[src/rtl/pipeline_hazard_ctrl.sv]
// Hazard/sequencing controller for the 5-stage pipeline: forwarding, load-use stalls,
// MEM-resolved redirects, post-reset fill and MDU stall window. Optional macro: HAZARD_PERF_CNT_EN.
module pipeline_hazard_ctrl #(
  parameter int unsigned RA_W        = 5,
  parameter int unsigned BOOT_CYCLES = 4,
  parameter int unsigned MDU_TIMEOUT = 64
) (
  input  logic            clk,
  input  logic            rst,
  input  logic [RA_W-1:0] id_rs1,
  input  logic [RA_W-1:0] id_rs2,
  input  logic [RA_W-1:0] ex_rs1,
  input  logic [RA_W-1:0] ex_rs2,
  input  logic [RA_W-1:0] ex_rd,
  input  logic            ex_mem_read,
  input  logic            ex_mdu_start,
  input  logic            mdu_done,
  input  logic [RA_W-1:0] mem_rd,
  input  logic            mem_reg_write,
  input  logic [RA_W-1:0] wb_rd,
  input  logic            wb_reg_write,
  input  logic            mem_branch_taken,
  input  logic            mem_jump,
  output logic            pc_en,
  output logic            if_id_en,
  output logic            id_ex_en,
  output logic            if_id_flush,
  output logic            id_ex_flush,
  output logic            ex_mem_flush,
  output logic [1:0]      fwd_a,
  output logic [1:0]      fwd_b,
  output logic            mdu_abort,
`ifdef HAZARD_PERF_CNT_EN
  output logic [31:0]     stall_cnt,
  output logic [31:0]     flush_cnt,
`endif
  output logic            mdu_err
);

  localparam int unsigned BootW = (BOOT_CYCLES > 1) ? $clog2(BOOT_CYCLES) : 1;
  localparam int unsigned MduW  = $clog2(MDU_TIMEOUT);

  typedef enum logic [1:0] {StBoot, StRun, StMduWait} state_e;

  state_e           state_q, state_d;
  logic [BootW-1:0] boot_cnt_q, boot_cnt_d;
  logic [MduW-1:0]  mdu_cnt_q, mdu_cnt_d;
  logic             mdu_err_q, mdu_err_d;

  logic redirect, load_use, boot_last, mdu_last, in_boot;

  assign redirect  = mem_branch_taken | mem_jump;
  assign load_use  = ex_mem_read && (ex_rd != '0) && ((ex_rd == id_rs1) || (ex_rd == id_rs2));
  assign boot_last = (boot_cnt_q == BootW'(BOOT_CYCLES - 1));
  assign mdu_last  = (mdu_cnt_q == MduW'(MDU_TIMEOUT - 1));
  // Outputs take their reset values combinationally while rst is high, not one cycle late.
  assign in_boot   = rst || (state_q == StBoot);
  assign mdu_err   = mdu_err_q;

  always_ff @(posedge clk) begin
    if (rst) begin
      state_q    <= StBoot;
      boot_cnt_q <= '0;
      mdu_cnt_q  <= '0;
      mdu_err_q  <= 1'b0;
    end else begin
      state_q    <= state_d;
      boot_cnt_q <= boot_cnt_d;
      mdu_cnt_q  <= mdu_cnt_d;
      mdu_err_q  <= mdu_err_d;
    end
  end

  always_comb begin
    state_d    = state_q;
    boot_cnt_d = boot_cnt_q;
    mdu_cnt_d  = mdu_cnt_q;
    mdu_err_d  = mdu_err_q;
    unique case (state_q)
      StBoot: begin
        if (boot_last) state_d = StRun;
        else           boot_cnt_d = boot_cnt_q + 1'b1;
      end
      StRun: begin
        if (!redirect && ex_mdu_start) begin
          state_d   = StMduWait;
          mdu_cnt_d = '0;
        end
      end
      StMduWait: begin
        if (redirect || mdu_done) begin
          state_d = StRun;
        end else if (mdu_last) begin
          state_d   = StRun;
          mdu_err_d = 1'b1;
        end else begin
          mdu_cnt_d = mdu_cnt_q + 1'b1;
        end
      end
      default: state_d = StBoot;
    endcase
  end

  always_comb begin
    pc_en        = 1'b1;
    if_id_en     = 1'b1;
    id_ex_en     = 1'b1;
    if_id_flush  = 1'b0;
    id_ex_flush  = 1'b0;
    ex_mem_flush = 1'b0;
    mdu_abort    = 1'b0;
    if (in_boot) begin
      pc_en        = 1'b0;
      if_id_en     = 1'b0;
      id_ex_en     = 1'b0;
      if_id_flush  = 1'b1;
      id_ex_flush  = 1'b1;
      ex_mem_flush = 1'b1;
    end else if (redirect) begin
      if_id_flush  = 1'b1;
      id_ex_flush  = 1'b1;
      ex_mem_flush = 1'b1;
      mdu_abort    = (state_q == StMduWait);
    end else if (state_q == StMduWait) begin
      if (mdu_done) begin
        // Release cycle: result writes through, all stages advance.
      end else if (mdu_last) begin
        mdu_abort    = 1'b1;
        ex_mem_flush = 1'b1;
      end else begin
        pc_en        = 1'b0;
        if_id_en     = 1'b0;
        id_ex_en     = 1'b0;
        ex_mem_flush = 1'b1;
      end
    end else if (ex_mdu_start) begin
      pc_en        = 1'b0;
      if_id_en     = 1'b0;
      id_ex_en     = 1'b0;
      ex_mem_flush = 1'b1;
    end else if (load_use) begin
      pc_en       = 1'b0;
      if_id_en    = 1'b0;
      id_ex_flush = 1'b1;
    end
  end

  // MEM beats WB so the youngest producer wins; x0 is never forwarded.
  always_comb begin
    fwd_a = 2'b00;
    fwd_b = 2'b00;
    if (!in_boot) begin
      if (mem_reg_write && (mem_rd != '0) && (mem_rd == ex_rs1))    fwd_a = 2'b10;
      else if (wb_reg_write && (wb_rd != '0) && (wb_rd == ex_rs1))  fwd_a = 2'b01;
      if (mem_reg_write && (mem_rd != '0) && (mem_rd == ex_rs2))    fwd_b = 2'b10;
      else if (wb_reg_write && (wb_rd != '0) && (wb_rd == ex_rs2))  fwd_b = 2'b01;
    end
  end

`ifdef HAZARD_PERF_CNT_EN
  logic [31:0] stall_cnt_q, flush_cnt_q;

  always_ff @(posedge clk) begin
    if (rst) begin
      stall_cnt_q <= '0;
      flush_cnt_q <= '0;
    end else if (state_q != StBoot) begin
      if (!pc_en)   stall_cnt_q <= stall_cnt_q + 32'd1;
      if (redirect) flush_cnt_q <= flush_cnt_q + 32'd1;
    end
  end

  assign stall_cnt = stall_cnt_q;
  assign flush_cnt = flush_cnt_q;
`endif

endmodule

[config.mk]
export PLATFORM = sky130hd
export DESIGN_NAME = pipeline_hazard_ctrl
export DESIGN_NICKNAME = d
export VERILOG_FILES = /design/src/rtl/pipeline_hazard_ctrl.sv
export SDC_FILE = /design/constraint.sdc
export NUM_CORES = 1
export LEC_CHECK = 0
export CORE_MARGIN = 2
export CORE_UTILIZATION = 43
export DETAILED_ROUTE_END_ITERATION = 7
export GPL_ROUTABILITY_DRIVEN = 0
export PLACE_DENSITY = 0.91
export SLEW_MARGIN = 20
export SYNTH_ARGS = -nofsm -noshare
export SYNTH_HDL_FRONTEND = slang
export SYNTH_SLANG_ARGS = --single-unit
[constraint.sdc]
create_clock -name clk -period 3.4 [get_ports clk]
set_clock_uncertainty 0.15 [all_clocks]
set_input_delay 0.68 -clock clk [delete_from_list [all_inputs] [get_ports clk]]
set_output_delay 0.68 -clock clk [all_outputs]
set_load 0.005 [all_outputs]
==> results of run 1 <==
-- worst max-delay path, cell delays in order --
cell	delay (ns)
clkdlybuf4s50_1	0.47
or4_4	0.44
o21ai_2	0.14
a21o_1	0.10
o211a_1	0.17
clkdlybuf4s50_1	0.50
-- kinds of logic after synthesis --
| kind of cell | Yosys count | share of synthesized area (%) |
|---|---|---|
| compound gates | 29 | 20.34 |
| mux | 2 | 1.899 |
| fa+ha+maj | 2 | 2.234 |
| simple gates | 57 | 27.49 |
| buf+inv | 9 | 4.134 |
| xor+xnor | 31 | 24.25 |
| flops | 11 | 19.66 |
-- final timing paths --
kind | from | end | slack [ns] | cells after the start
min | mdu_err | mdu_err | 0.35 | 2
max | ex_rd[4] | if_id_en | 0.07 | 6
max reg2reg | mdu_cnt_q[0] | mdu_cnt_q[4] | 1.51 | 5
min reg2reg | mdu_err | mdu_err | 0.35 | 2
-- cells in the mapped netlist, types with 2 or more instances --
cell | count | share of area, %
or4_1 | 3 | 2.0
o2111ai_1 | 3 | 2.3
nor3_1 | 10 | 4.5
a2111o_1 | 3 | 3.0
nor2_1 | 9 | 3.0
o21ai_0 | 2 | 0.89
o21ai_1 | 3 | 1.3
nor4_1 | 2 | 1.1
nand2_1 | 10 | 3.4
xor2_1 | 16 | 13
xnor2_1 | 15 | 12
ha_1 | 2 | 2.2
nor3_2 | 2 | 1.8
and3_1 | 2 | 1.1
a21oi_1 | 5 | 2.2
nand3_1 | 11 | 4.9
dfxtp_1 | 11 | 20
a21o_1 | 3 | 2.0
inv_1 | 5 | 1.7
and2_1 | 2 | 1.1
-- registers in the layout, indices dropped and copies added (netlist names) --
| signal | cells |
|---|---|
| state_q | 2 |
| boot_cnt_q | 2 |
| mdu_err | 1 |
| mdu_cnt_q | 6 |
-- cell type report --
cell class / count / area (um^2)
Multi-Input combinational cell: 121 / 872.1
Fill cell: 186 / 661.9
Timing Repair Buffer: 67 / 640.6
Sequential cell: 11 / 220.2
Tap cell: 30 / 37.54
Clock buffer: 4 / 26.28
Inverter: 5 / 18.77
-- layout by cell type, fill, tap and decap left out, types with 5 or more instances in the layout --
master	n
a21oi_1	5
buf_4	12
clkdlybuf4s50_1	46
dfxtp_1	11
dlygate4sd2_1	6
inv_1	5
nand2_1	10
nand3_1	11
nor2_1	9
nor3_1	10
xnor2_1	15
xor2_1	16
-- metrics by stage --
stage               power, uW  std cells
finish                  437.0        238
detailed placement      346.5        232
floorplan               244.7        141
CTS                     438.1        238
global placement        334.6        232
global route            461.0        238
-- routing by layer --
layer  track usage [%]  up-vias  wire length [um]
li1                  -      646                 -
met3             4.032        6               240
met1             24.59      587              1426
met4             6.504        0                40
met2             41.07       39              1737
met5                 0        -                 0
-- timing repair --
item                                    CTS  global route
pin swaps                                 1             1
endpoints found under the setup margin    5             3
gates resized for setup                   9             4
hold endpoints to repair                  0             0
buffers inserted                          2             0
-- power by group --
part	switching [uW]	leakage (uW)	internal, uW
clock network	44.7	0.0000150	45.4
registers	9.92	0.0000892	142
logic	82.6	0.000627	112
total	137	0.000732	300
==> flow_metrics.env, run 1 <==
export IMPL_leakage_uw=0.0007316
export IMPL_drc=0
export IMPL_rsz0062_at_grt="no"
export IMPL_cts_tree="built"
export IMPL_io_pins=56
export IMPL_wl_per_cell_um=14.47
export IMPL_coreArea_mm2=0.002477
export IMPL_numPortBuffers=55
export IMPL_criticalPathCategory="in -> out"
export IMPL_hpwl_um=2826
export IMPL_cts_root_buf="clkbuf_4"
export IMPL_die_h_um=55.03
export IMPL_status="finished, final reports clean"
export IMPL_die_x_um=55.03
export IMPL_layout_min_cycle_time_ns=3.333
export IMPL_grt_pass1_vias=1139
export IMPL_finalSetupViolCount=0
export IMPL_layout_core_utilization_pct=73.28
export IMPL_syn_nets=187
export IMPL_relSlewSlack_pct=68.85
export IMPL_seq_area_frac_synth_pct=19.66
export IMPL_grt_max_degree=14
export IMPL_grt_antenna_before_repair=0
export IMPL_crit_path_max_fanout=3
export IMPL_slew_viol_final=0
export IMPL_yosysWarningCount=0
export IMPL_hold_viol=0
export IMPL_synth_edff_count=0
export IMPL_maxCapViolations=0
export IMPL_overflow=0
export IMPL_final_area_mm2=0.001815
export IMPL_cts_buffers=3
export IMPL_synth_area_mm2=0.001120
export IMPL_cts_htree_levels=1
export IMPL_clock_fmax_ghz=0.3000
export IMPL_pre_cts_ws_ns=-0.08611
export IMPL_drt_pass1_iter_count=4
export IMPL_numClockSinks=11
export IMPL_fp_row_count=18
export IMPL_worst_slack_ns=0.06690
export IMPL_drt_iter0_drc=10
export IMPL_yosysUniqueCellTypes=42
export IMPL_clk_pin_slew_ns=0.07
export IMPL_period_share_pct=98.03
export IMPL_min_path_type="reg -> reg"
export IMPL_ir_drop_mv=0.3092
export IMPL_vias=1278
export IMPL_cp_start_kind="input port"
export IMPL_wirelength_um=3444
export IMPL_insertion_delay_ns=0.27
export IMPL_cp_arrival_ns=2.50
export IMPL_clk_path_buf_depth=2
export IMPL_grt_pass1_wl_um=4836
export IMPL_crit_path_end_kind="output port"
export IMPL_diodes=0
export IMPL_cp_required_ns=2.57
export IMPL_nets=255
export IMPL_powerDensity_mw_per_mm2=240.7
export IMPL_synth_cells=141
export IMPL_synthArstFlopShare_pct=0
export IMPL_drive_above_1_share_pct=12.98
export IMPL_syn2layout_area_growth_pct=62.12
export IMPL_hold_buffers=0
export IMPL_ys_ff_latch=11
export IMPL_avgSynthCellArea_um2=7.942
export IMPL_track_usage_pct=21.80
export IMPL_start_util_pct=45.20
export IMPL_antenna_left=0
export IMPL_tightest_slew_ns=0.4637
export IMPL_fin_tns_setup_ns=0
export IMPL_die_area_mm2=0.003028
export IMPL_place_area_mm2=0.001755
export IMPL_vias_per_cell=5.370
export IMPL_hold_worst_slack_ns=0.3498
export IMPL_synthFlopType="dfxtp_1"
Power figures use the tool's default switching activity.
==> run 2, diff against run 1 <==
Settings changed: CORE_ASPECT_RATIO set to 1.2.
==> run 2 against run 1 <==
Critical path type unchanged. Largest power group unchanged. Routed wire length grew 12%. Count of clock-buffer cells in the layout unchanged. Critical endpoint is now pc_en. Largest cell class unchanged. Combinational power about the same. Sequential share of layout area is 0.16 points lower. Non-clock buffer count rose by 3. Total power increased by 0.40%. Clock power fell by 2.8%.
==> flow_metrics.env, run 2 (synthesis results as in run 1) <==
export IMPL_status="finished, final reports clean"
export IMPL_die_area_mm2=0.003030
export IMPL_fillers=183
export IMPL_hold_worst_slack_ns=0.3321
export IMPL_clock_fmax_ghz=0.3042
export IMPL_top_regs="mdu_cnt_q: 6 flops, boot_cnt_q: 2 flops, state_q: 2 flops"
export IMPL_ir_drop_mv=0.2981
export IMPL_clk_pin_slew_ns=0.07
export IMPL_crit_family="buffers and inverters"
export IMPL_cp_arrival_ns=2.46
export IMPL_antenna_left=0
export IMPL_drc=0
export IMPL_met1_usage_pct=30.89
export IMPL_maxCapViolations=0
export IMPL_grt_pass1_wl_um=6244
export IMPL_worst_slack_ns=0.1129
export IMPL_track_usage_pct=26.65
export IMPL_wirelength_um=3850
export IMPL_coreArea_mm2=0.002502
export IMPL_overflow=0
export IMPL_grt_met3_usage_pct=3.250
export IMPL_largest_reg_flops=6
export IMPL_die_h_um=59.90
export IMPL_criticalPathCategory="in -> out"
export IMPL_slew_viol_final=0
export IMPL_cts_root_buf="clkbuf_4"
export IMPL_hold_viol=0
export IMPL_cp_start_kind="input port"
export IMPL_powerDensity_mw_per_mm2=238.6
export IMPL_nets=258
export IMPL_cp_required_ns=2.57
export IMPL_layout_min_cycle_time_ns=3.287
export IMPL_syn2layout_area_growth_pct=64.25
export IMPL_crit_path_end_kind="output port"
export IMPL_finalPower_uw=438.8
export IMPL_io_pins=56
export IMPL_path_buf_inv=2
export IMPL_final_common_cell="clkdlybuf4s50_1"
export IMPL_tightest_slew_ns=0.4630
export IMPL_leakage_uw=0.0007494
export IMPL_rsz0062_at_grt="no"
export IMPL_busiest_layer="met2"
export IMPL_diodes=0
export IMPL_cp_slowest_stage_delay_ns=0.53
export IMPL_numPortBuffers=55
export IMPL_worstPathCellList="dlygate4sd2_1, or4_4, o21ai_2, a21o_1, o211a_1, clkdlybuf4s50_1"
export IMPL_grt_max_degree=14
export IMPL_drt_iter0_drc=45
export IMPL_vias=1367
export IMPL_top_register="mdu_cnt_q"
export IMPL_grt_antenna_before_repair=0
export IMPL_cts_tree="built"
export IMPL_period_share_pct=96.68
export IMPL_hpwl_um=2979
export IMPL_use_met2_pct=49.81
export IMPL_crit_path_max_fanout=3
export IMPL_clk_path_buf_depth=2
export IMPL_cts_htree_levels=1
export IMPL_finalSetupViolCount=0
export IMPL_cts_buffers=3
export IMPL_start_util_pct=44.75
export IMPL_drive_above_1_share_pct=14.69
export IMPL_grt_pass1_vias=1424
export IMPL_min_path_type="reg -> reg"
export IMPL_insertion_delay_ns=0.26
export IMPL_pre_cts_ws_ns=-0.1182
export IMPL_crit_slowest_cell="or4_4"
export IMPL_wl_per_cell_um=15.78
export IMPL_relSlewSlack_pct=69.05
export IMPL_vias_per_cell=5.602
export IMPL_fp_row_count=20
export IMPL_mostFrequentLayoutCells="clkdlybuf4s50_1, xor2_1, xnor2_1, buf_4"
export IMPL_numClockSinks=11
export IMPL_die_x_um=50.59
export IMPL_drt_pass1_iter_count=4
## run 2: path summary, 6_finish.rpt
check,from,to,slack [ns],cells past startpoint
setup reg to reg,mdu_cnt_q[0],mdu_cnt_q[4],1.51,5
setup / recovery,ex_rd[2],pc_en,0.11,6
hold / removal,mdu_err,mdu_err,0.33,2
hold reg to reg,mdu_err,mdu_err,0.33,2
## run 2: timing repair
item	in CTS	in global routing
setup endpoints to repair	5	3
pin swaps	1	1
hold buffers	0	0
gates resized for setup	9	5
setup buffers	2	1
hold endpoints to repair	0	0
## run 2: stage by stage
stage          cell area (um^2)  util (%)  setup TNS, ns  instances
4_1_cts                    1814     72.50              0        243
2_1_floorplan              1120         -              0        141
3_5_place_dp               1774     70.90        -0.2837        237
6_report                   1839     73.50              0        244
5_1_grt                    1839     73.50              0        244
3_3_place_gp               1774     70.90              0        237
## run 2: worst min-delay path, cell delays in order, from the launching register on
cell and delay [ns]:
dfxtp_1 0.34, a31oi_1 0.05, nor2_1 0.07
## run 2: layer usage
layer	share of wire (%)	vias up
met5	0	-
met4	2.4	0
li1	-	654
met1	38	639
met2	51	62
met3	7.9	12
## run 2: power breakdown
part | total [uW] | switching (uW) | leakage (uW) | internal [uW]
clock | 87.6 | 42.2 | 0.0000150 | 45.4
combinational | 198 | 85.2 | 0.000645 | 113
sequential | 153 | 10.9 | 0.0000892 | 142
## run 2: area by class of cell
class / instances / area (um^2) / area share [%]
multi-input cells: 121 / 870.8 / 47.35
flip-flops and latches: 11 / 220.2 / 11.97
repair buffers: 70 / 661.9 / 35.99
clock buffers: 4 / 26.28 / 1.429
well taps: 33 / 41.29 / 2.245
inverters: 5 / 18.77 / 1.020
==> run 3, diff against run 2 <==
Settings changed: GPL_TIMING_DRIVEN set to 0, RECOVER_POWER set to 100.
==> run 3 against run 2 <==
Sequential share of layout area increased by 0.21 points. Setup slack worse by 0.053 ns. Critical path depth increased by 1. Final area fell by 1.7%. Count of clock-buffer cells in the layout did not move. Via count unchanged. Final cell count down 2.5%. Combinational power barely moved. Hold slack worse by 0.00083 ns. Global-route usage is 2.1 points lower.
==> flow_metrics.env, run 3 (synthesis results as in run 1) <==
export IMPL_nets=252
export IMPL_vias_per_cell=5.744
export IMPL_status="finished, final reports clean"
export IMPL_slew_viol_final=0
export IMPL_drt_pass1_iter_count=4
export IMPL_criticalPathCategory="in -> out"
export IMPL_period_share_pct=98.25
export IMPL_cp_required_ns=2.57
export IMPL_seqPwrFrac_pct=34.7
export IMPL_cts_root_buf="clkbuf_4"
export IMPL_cts_htree_levels=1
export IMPL_comb_power_share_pct=44.3
export IMPL_relSlewSlack_pct=64.02
export IMPL_track_usage_pct=24.59
export IMPL_powerDensity_mw_per_mm2=243.5
export IMPL_cts_buffers=3
export IMPL_worstPathCellList="clkdlybuf4s50_1, nor3_4, o21ai_0, a21o_1, o211a_1, buf_4, clkdlybuf4s50_1"
export IMPL_die_x_um=50.59
export IMPL_grt_pass1_wl_um=5692
export IMPL_min_path_type="reg -> reg"
export IMPL_cts_tree="built"
export IMPL_top_regs="mdu_cnt_q: 6 flops, boot_cnt_q: 2 flops, state_q: 2 flops"
export IMPL_startpoint="mem_jump"
export IMPL_die_h_um=59.90
export IMPL_leakage_uw=0.0007021
export IMPL_wirelength_um=3994
export IMPL_cp_slowest_stage_delay_ns=0.52
export IMPL_fp_row_count=20
export IMPL_top_register="mdu_cnt_q"
export IMPL_grt_pass1_vias=1352
export IMPL_hold_buffers=0
export IMPL_wl_per_cell_um=16.78
export IMPL_numPortBuffers=54
export IMPL_grt_antenna_before_repair=0
export IMPL_finalSetupViolCount=0
export IMPL_start_util_pct=44.75
export IMPL_drc=0
export IMPL_hpwl_um=2831
export IMPL_drt_iter0_drc=14
export IMPL_grt_max_degree=11
export IMPL_min_from="mdu_err"
export IMPL_layout_min_cycle_time_ns=3.340
export IMPL_cp_arrival_ns=2.51
export IMPL_p_sw_uw=145.9
export IMPL_crit_slowest_cell="clkdlybuf4s50_1"
export IMPL_maxCapViolations=0
export IMPL_cp_start_kind="input port"
export IMPL_crit_path_max_fanout=3
export IMPL_tightest_slew_ns=0.5355
export IMPL_io_pins=56
export IMPL_drive_above_1_share_pct=12.20
export IMPL_p_clk_share_pct=21.0
export IMPL_final_common_cell="clkdlybuf4s50_1"
export IMPL_antenna_left=0
export IMPL_mostFrequentLayoutCells="clkdlybuf4s50_1, xor2_1, xnor2_1"
export IMPL_clk_path_buf_depth=2
export IMPL_die_area_mm2=0.003030
export IMPL_diodes=0
export IMPL_clock_fmax_ghz=0.2994
export IMPL_numClockSinks=11
export IMPL_finalPower_uw=440.2
export IMPL_vias=1367
export IMPL_coreArea_mm2=0.002502
export IMPL_stdcell_count=238
export IMPL_crit_top_cell="clkdlybuf4s50_1"
export IMPL_hold_viol=0
export IMPL_netSwitchingFraction_pct=33.14
export IMPL_overflow=0
export IMPL_syn2layout_area_growth_pct=61.45
export IMPL_intPower_uw=294.4
export IMPL_insertion_delay_ns=0.28
export IMPL_clk_pin_slew_ns=0.07
export IMPL_ir_drop_mv=0.2776
export IMPL_dp_cells=228
export IMPL_r2r_start="state_q[0]"
export IMPL_crit_path_end_kind="output port"
export IMPL_largest_reg_flops=6
-- run 3: cell count changes in the layout (fill, tap and decap cells not counted), moves of 2 or more --
cell             before  now
dlygate4sd3_1         0    6
buf_4                15    6
clkbuf_1              1    4
clkdlybuf4s50_1      45   35
clkdlybuf4s15_1       0    2
-- run 3: path summary, 6_finish.rpt --
path	slack (ns)	to	cells after the start
max	0.06	pc_en	7
min	0.33	mdu_err	2
max reg2reg	1.67	mdu_cnt_q[2]	5
min reg2reg	0.33	mdu_err	2
-- run 3: power groups by stage --
stage / clock network (uW) / logic [uW] / registers [uW]
after floorplan: 0 / 91.8 / 153
after global placement: 0 / 172 / 154
after detailed placement: 0 / 181 / 156
after CTS: 91.7 / 183 / 153
after global routing: 97.0 / 211 / 154
final: 92.4 / 195 / 153
-- run 3: critical path, delay by kind of cell --
kind / cells / cell delay, ns
and+or+nand+nor: 1 / 0.18
buffers and inverters: 3 / 1.09
AOI/OAI and AO/OA: 3 / 0.57
-- run 3: area by class of cell --
type	instances	area [um^2]
Multi-Input combinational cell	121	892.1
Fill cell	181	694.4
Timing Repair Buffer	60	583.1
Sequential cell	11	220.2
Tap cell	33	41.29
Clock buffer	4	26.28
Buffer	4	26.28
Inverter	5	18.77
-- run 3: per-layer routing --
layer	track usage [%]	wire, um	vias up
li1	-	-	642
met1	24.92	1519	636
met2	47.93	2048	74
met3	5.000	285	15
met4	11.20	141	0
met5	0	0	-
-- run 3: what timing repair did --
action / in CTS / in global routing
endpoints found under the setup margin: 5 / 2
gates resized for setup: 12 / 11
pin swaps: 2 / 4
buffers inserted: 2 / 4
-- run 3: per-stage QoR --
| stage | setup WS, ns | hold slack, ns | setup TNS (ns) | utilization [%] | instance area, um^2 |
|---|---|---|---|---|---|
| finish | 0.05961 | 0.3313 | 0 | 72.25 | 1808 |
| global route | -0.01224 | 0.3830 | -0.02142 | 72.25 | 1808 |
| detailed placement | -0.1590 | 0.3315 | -0.5265 | 68.00 | 1702 |
| CTS | 0.007657 | 0.3470 | 0 | 69.80 | 1747 |
| global placement | -0.1542 | 0.3239 | -0.4110 | 68.00 | 1702 |
| floorplan | 0.8737 | 0.3105 | 0 | - | 1120 |
